$ cat config.mk
export PLATFORM = sky130hd
export DESIGN_NAME = ahbl_gpio_port
export DESIGN_NICKNAME = d
export VERILOG_FILES = /design/src/rtl/ahbl_gpio_port.sv
export SDC_FILE = /design/constraint.sdc
export NUM_CORES = 1
export LEC_CHECK = 0
export BUFFER_PORTS_ARGS = -buffer_cell sky130_fd_sc_hd__buf_2
export CAP_MARGIN = 20
export CELL_PAD_IN_SITES_DETAIL_PLACEMENT = 1
export CELL_PAD_IN_SITES_GLOBAL_PLACEMENT = 1
export CORE_MARGIN = 3
export CORE_UTILIZATION = 39
export CTS_BUF_LIST = sky130_fd_sc_hd__clkbuf_2
export DETAILED_ROUTE_END_ITERATION = 10
export GPL_ROUTABILITY_DRIVEN = 1
export GPL_TIMING_DRIVEN = 0
export PLACE_DENSITY = 0.82
export SLEW_MARGIN = 40
export SYNTH_ARGS = -nofsm -noshare
export SYNTH_HDL_FRONTEND = slang
export SYNTH_SLANG_ARGS = --single-unit
$ cat constraint.sdc
create_clock -name HCLK -period 1.6 [get_ports HCLK]
set_clock_uncertainty 0.2 [all_clocks]
set_input_delay 0.24 -clock HCLK [delete_from_list [all_inputs] [get_ports HCLK]]
set_output_delay 0.24 -clock HCLK [all_outputs]
set_load 0.1 [all_outputs]
$ cat src/rtl/ahbl_gpio_port.sv
// AHB-Lite GPIO port: output/direction registers, a 2-flop input synchronizer,
// per-bit edge detection into a sticky W1C status register and a registered IRQ.
module ahbl_gpio_port #(
   parameter logic [31:0] OUT_RST = 32'h0000_0000,
   parameter logic [31:0] OE_RST  = 32'h0000_0000
) (
   input  logic        HCLK,
   input  logic        HRESETn,
   input  logic [31:0] HADDR,
   input  logic [1:0]  HTRANS,
   input  logic [2:0]  HSIZE,
   input  logic        HWRITE,
   input  logic        HREADY,
   input  logic [31:0] HWDATA,
   input  logic        HSEL,
   output logic        HREADYOUT,
   output logic [31:0] HRDATA,
   input  logic [31:0] GPIO_IN,
   output logic [31:0] GPIO_OUT,
   output logic [31:0] GPIO_OE,
   output logic        IRQ
);

   localparam logic [2:0] OFF_DATAIN  = 3'd0;
   localparam logic [2:0] OFF_DATAOUT = 3'd1;
   localparam logic [2:0] OFF_DIR     = 3'd2;
   localparam logic [2:0] OFF_IM      = 3'd3;
   localparam logic [2:0] OFF_IS      = 3'd4;
   localparam logic [2:0] OFF_EDGE    = 3'd5;
   localparam logic [2:0] OFF_SET     = 3'd6;
   localparam logic [2:0] OFF_CLR     = 3'd7;

   logic        dp_valid_q, dp_valid_d;
   logic        dp_write_q, dp_write_d;
   logic        dp_word_q,  dp_word_d;
   logic [2:0]  dp_off_q,   dp_off_d;
   logic [31:0] dataout_q,  dataout_d;
   logic [31:0] dir_q,      dir_d;
   logic [31:0] im_q,       im_d;
   logic [31:0] is_q,       is_d;
   logic [31:0] edge_cfg_q, edge_cfg_d;
   logic [31:0] sync1_q,    sync1_d;
   logic [31:0] datain_q,   datain_d;
   logic [31:0] prev_q,     prev_d;
   logic        irq_q,      irq_d;

   logic        addr_valid;
   logic        wr_en;
   logic [31:0] rise;
   logic [31:0] fall;
   logic [31:0] edge_hit;
   logic [31:0] w1c;
   logic        unused_ok;

   assign addr_valid = HSEL & HREADY & HTRANS[1];
   assign wr_en      = dp_valid_q & dp_write_q & dp_word_q;
   assign rise       = datain_q & ~prev_q;
   assign fall       = ~datain_q & prev_q;
   assign edge_hit   = (edge_cfg_q & rise) | (~edge_cfg_q & fall);
   assign unused_ok  = ^{HADDR[31:5], HADDR[1:0], HTRANS[0]};

   always_comb begin
      dp_valid_d = addr_valid;
      dp_write_d = dp_write_q;
      dp_word_d  = dp_word_q;
      dp_off_d   = dp_off_q;
      if (addr_valid) begin
         dp_write_d = HWRITE;
         dp_word_d  = (HSIZE == 3'b010);
         dp_off_d   = HADDR[4:2];
      end

      dataout_d  = dataout_q;
      dir_d      = dir_q;
      im_d       = im_q;
      edge_cfg_d = edge_cfg_q;
      w1c        = '0;
      if (wr_en) begin
         case (dp_off_q)
            OFF_DATAOUT: dataout_d  = HWDATA;
            OFF_DIR:     dir_d      = HWDATA;
            OFF_IM:      im_d       = HWDATA;
            OFF_IS:      w1c        = HWDATA;
            OFF_EDGE:    edge_cfg_d = HWDATA;
            OFF_SET:     dataout_d  = dataout_q | HWDATA;
            OFF_CLR:     dataout_d  = dataout_q & ~HWDATA;
            default:     ;
         endcase
      end

      // A fresh edge outranks a simultaneous W1C of the same bit.
      is_d     = (is_q & ~w1c) | edge_hit;
      sync1_d  = GPIO_IN;
      datain_d = sync1_q;
      prev_d   = datain_q;
      irq_d    = |(is_q & im_q);
   end

   always_ff @(posedge HCLK) begin
      if (!HRESETn) begin
         dp_valid_q <= 1'b0;
         dp_write_q <= 1'b0;
         dp_word_q  <= 1'b0;
         dp_off_q   <= '0;
         dataout_q  <= OUT_RST;
         dir_q      <= OE_RST;
         im_q       <= '0;
         is_q       <= '0;
         edge_cfg_q <= '0;
         sync1_q    <= '0;
         datain_q   <= '0;
         prev_q     <= '0;
         irq_q      <= 1'b0;
      end else begin
         dp_valid_q <= dp_valid_d;
         dp_write_q <= dp_write_d;
         dp_word_q  <= dp_word_d;
         dp_off_q   <= dp_off_d;
         dataout_q  <= dataout_d;
         dir_q      <= dir_d;
         im_q       <= im_d;
         is_q       <= is_d;
         edge_cfg_q <= edge_cfg_d;
         sync1_q    <= sync1_d;
         datain_q   <= datain_d;
         prev_q     <= prev_d;
         irq_q      <= irq_d;
      end
   end

   // Read data follows the current registers, so a read right after a write sees it.
   always_comb begin
      HRDATA = '0;
      if (dp_valid_q && !dp_write_q) begin
         case (dp_off_q)
            OFF_DATAIN:  HRDATA = datain_q;
            OFF_DATAOUT: HRDATA = dataout_q;
            OFF_DIR:     HRDATA = dir_q;
            OFF_IM:      HRDATA = im_q;
            OFF_IS:      HRDATA = is_q;
            OFF_EDGE:    HRDATA = edge_cfg_q;
            default:     HRDATA = '0;
         endcase
      end
   end

   assign HREADYOUT = 1'b1;
   assign GPIO_OUT  = dataout_q;
   assign GPIO_OE   = dir_q;
   assign IRQ       = irq_q;

endmodule

==> impl_metrics.xml <==
<?xml version="1.0" encoding="UTF-8"?>
<metrics>
  <group name="run_status">
    <metric name="status" unit="">finished with violations</metric>
    <metric name="failed_checks" unit="">negative hold slack, negative setup slack</metric>
  </group>
  <group name="logic_synthesis">
    <metric name="synth_async_sr_flop_share" unit="%">0</metric>
    <metric name="ys_seq_elements" unit="">263</metric>
    <metric name="dominantRegCellSynth" unit="">dfxtp_1</metric>
    <metric name="synth_top_cell_by_area" unit="">dfxtp_1</metric>
    <metric name="mappedNetlistNets" unit="">1346</metric>
    <metric name="netlist_instances" unit="">1240</metric>
    <metric name="yosys_warnings" unit="">0</metric>
    <metric name="synth_area_leaders" unit="">dfxtp_1 47%, nand2_1 9.1%, and2_1 5.4%</metric>
    <metric name="post_synthesis_average_cell_area" unit="µm²">9.03</metric>
    <metric name="synth_top_cell_area_share" unit="%">47.0</metric>
    <metric name="synth.distinct_cells" unit="">44</metric>
    <metric name="mappedNetlistArea" unit="µm²">11200</metric>
    <metric name="synth_edf_count" unit="">0</metric>
    <metric name="synth_sequential_area_ratio" unit="%">47.0</metric>
  </group>
  <group name="global_route">
    <metric name="grt_ovf" unit="">0</metric>
    <metric name="met1_usage" unit="%">44.4</metric>
    <metric name="met3_track_usage_gr" unit="%">13.0</metric>
    <metric name="grt_first_pass_wirelength" unit="µm">93700</metric>
    <metric name="grt.busiest_layer" unit="">met2</metric>
    <metric name="antenna_found_initial" unit="">8</metric>
    <metric name="grt_pass1_vias" unit="">14500</metric>
    <metric name="maximum_number_of_pins_on_one_net_before_global_route_repair" unit="">11</metric>
    <metric name="grt_util_all_layers" unit="%">40.6</metric>
    <metric name="globalRouteMet2Util" unit="%">66.7</metric>
  </group>
  <group name="die">
    <metric name="start_util" unit="%">40.0</metric>
    <metric name="die-height" unit="µm">175</metric>
    <metric name="io_pins" unit="">204</metric>
    <metric name="row_count" unit="">61</metric>
    <metric name="fp.coreArea" unit="µm²">28000</metric>
    <metric name="die_w" unit="µm">175</metric>
    <metric name="die-area" unit="µm²">30800</metric>
  </group>
  <group name="timing">
    <metric name="tightest_slew" unit="ps">1180</metric>
    <metric name="final_period_minus_worst_setup_slack" unit="ps">3710</metric>
    <metric name="period_share" unit="%">232</metric>
    <metric name="slew_headroom" unit="%">21.1</metric>
    <metric name="worst_slack" unit="ps">-2110</metric>
    <metric name="max_freq" unit="MHz">269</metric>
    <metric name="report.final.hold_viol_count" unit="">27</metric>
    <metric name="timing_max_transition_violations_final" unit="">0</metric>
    <metric name="setup_viol" unit="">267</metric>
    <metric name="unrepaired_setup_endpoints_after_global_routing" unit="">yes</metric>
    <metric name="fin_hold_ws" unit="ps">-102</metric>
  </group>
  <group name="power">
    <metric name="leakage" unit="nW">7.34</metric>
    <metric name="powerDensity" unit="nW/µm²">751</metric>
    <metric name="design_power_total" unit="mW">14.5</metric>
    <metric name="peakVddDrop" unit="V">0.000467</metric>
  </group>
  <group name="routing">
    <metric name="vias_per_cell" unit="">7.01</metric>
    <metric name="drtIter0Drc" unit="">2679</metric>
    <metric name="detail_route.wl_per_cell" unit="µm">38.9</metric>
    <metric name="first_pass_iters" unit="">9</metric>
    <metric name="drc" unit="">0</metric>
    <metric name="ant_nets" unit="">0</metric>
    <metric name="post_route_wl" unit="µm">84000</metric>
    <metric name="route.vias.total" unit="">15100</metric>
  </group>
  <group name="critical_path">
    <metric name="worstSetupPathType" unit="">reg -&gt; out</metric>
    <metric name="endpoint_kind" unit="">output port</metric>
    <metric name="number_of_cells_traversed_by_the_worst_register_to_register_path" unit="">13</metric>
    <metric name="worst-endpoint-required" unit="ps">1160</metric>
    <metric name="start_kind" unit="">flop</metric>
    <metric name="critPathMaxFanout" unit="">7</metric>
    <metric name="worst_endpoint_data_arrival_time" unit="ps">3270</metric>
  </group>
  <group name="finish">
    <metric name="drive_above_1_share" unit="%">45.4</metric>
    <metric name="num-nets-final" unit="">1830</metric>
    <metric name="syn_to_final_growth" unit="%">72.6</metric>
    <metric name="fin_cells" unit="">2157</metric>
  </group>
  <group name="worst_hold_path">
    <metric name="hold-path-cell-count" unit="">4</metric>
    <metric name="hold_path.class" unit="">in -&gt; reg</metric>
  </group>
  <group name="place">
    <metric name="dpl.hpwl" unit="µm">30500</metric>
    <metric name="placedCellCount" unit="">1789</metric>
    <metric name="gp_congestion" unit="">0.925</metric>
    <metric name="place.port_buffers" unit="">171</metric>
    <metric name="place_worst_setup_slack" unit="ps">-1140</metric>
  </group>
  <group name="clock_tree">
    <metric name="clock_sink_count" unit="">263</metric>
    <metric name="cts_max_level" unit="">3</metric>
    <metric name="cts_inserted_buffers" unit="">70</metric>
    <metric name="worst_skew_pair_later_pin_latency" unit="ps">990</metric>
    <metric name="cts_tree" unit="">built</metric>
    <metric name="worst_setup_hold_path_clk_slew" unit="ps">170</metric>
    <metric name="clock_tree.buffer_depth" unit="">3</metric>
    <metric name="clockRootBuffer" unit="">clkbuf_2</metric>
  </group>
  <group name="job">
    <metric name="cap_violations" unit="">0</metric>
  </group>
</metrics>
-- cell usage in the layout, fill, tap and decap left out, types with 11 or more instances in the layout --
cell	netlist	layout
a21boi_2	0	22
a21oi_1	97	36
a21oi_2	0	59
a22oi_1	47	22
a22oi_2	0	25
a32o_1	32	30
and2_1	97	96
buf_12	1	134
buf_2	16	79
buf_4	13	34
buf_6	18	31
buf_8	0	18
clkbuf_1	39	21
clkbuf_16	0	17
clkbuf_2	2	127
dfxtp_1	263	192
dfxtp_2	0	11
dfxtp_4	0	60
dlygate4sd3_1	0	153
mux2_2	44	28
mux2_4	7	23
mux2i_1	25	22
nand2_1	273	208
nand2_2	0	32
nand2_4	0	32
nor2_1	72	39
nor2_4	1	34
o21a_1	32	32
o21ai_0	64	63
o22a_1	19	18
-- worst paths after layout --
| check | to | start | slack [ps] |
|---|---|---|---|
| setup / recovery | HRDATA[9] | dp_off_q[0]$_SDFFE_PN0P_ | -2110 |
| hold reg to reg | datain_q[31]$_SDFF_PN0_ | datain_d[31]$_SDFF_PN0_ | 250 |
| setup reg to reg | GPIO_OE[1]$_SDFFE_PN0P_ | dp_off_q[0]$_SDFFE_PN0P_ | -1070 |
| hold / removal | im_q[10]$_SDFFE_PN0P_ | HWDATA[10] | -100 |
-- layout make-up --
class	instances	area, µm²
diodes	3	7.51
plain buffers	89	1020
clock buffers	114	571
clock inverters	10	65.1
fillers	2901	8670
inverters	2	7.51
multi-input cells	883	6580
flip-flops and latches	263	5500
well taps	378	473
repair buffers	415	5110
-- power by group --
group	switching [mW]	internal, mW	leakage [nW]	total (mW)
Combinational	0.989	0.742	4.64	1.73
Sequential	0.160	6.58	2.19	6.74
Clock	4.06	2.00	0.512	6.06
-- what timing repair did --
action,CTS,global route
gates cloned,3,15
resized for setup,517,377
buffers inserted,28,46
endpoints found under the hold margin,226,8
setup endpoints to repair,261,260
pin swaps,33,109
hold buffers,151,2
-- registers in the layout (all words and copies together), names as in the netlist --
signal      cells
GPIO_OE        32
prev_q         32
datain_q       32
dp_word_q       1
dp_off_q        3
is_q           32
dp_valid_q      1
IRQ             1
datain_d       32
GPIO_OUT       32
im_q           32
edge_cfg_q     32
dp_write_q      1
-- cells by family (layout without fill, tap and decap cells) --
logic type / count (synthesis) / after routing / share of synthesized area (%)
buf+inv: 94 / 630 / 5.14
mux: 84 / 84 / 9.20
xor+xnor: 1 / 1 / 0.0782
simple gates: 464 / 464 / 18.7
other cells: 1 / 4 / 0.0335
compound gates: 333 / 333 / 19.8
flops: 263 / 263 / 47.0
-- stage by stage --
stage               setup TNS [ps]  util, %  area [µm²]
global placement           -101630     46.3       13000
CTS                        -118950     61.8       17300
floorplan                   -17870        -       11700
finish                     -188350     69.0       19300
global route               -190610     69.0       19300
detailed placement         -114860     46.3       13000
-- critical path: stages, from the launching register on --
cell and delay [ps]:
dfxtp_2 410, buf_12 150, buf_12 150, buf_12 120
mux2i_1 240, o2bb2ai_1 130, a222oi_1 800, nor2_4 60
buf_12 210
-- Yosys cell counts, drive strengths merged, types with 4 or more instances --
library cell / n
dfxtp: 263
mux2: 51
o2bb2ai: 5
nand4: 4
nand2: 273
o22a: 19
o21a: 32
buf: 51
clkbuf: 41
and2: 97
mux4: 8
a21boi: 32
a22oi: 47
nor2: 73
a222oi: 5
o21ai: 64
a21oi: 97
a32o: 32
mux2i: 25
-- per-layer routing --
metal / wire length [µm] / share of wire [%] / vias to the layer above
met5: 48 / 0.057 / -
met4: 9840 / 12 / 8
met3: 12500 / 15 / 885
met2: 34900 / 42 / 1851
met1: 26700 / 32 / 7054
li1: - / - / 5327
Power figures use the tool's default switching activity.
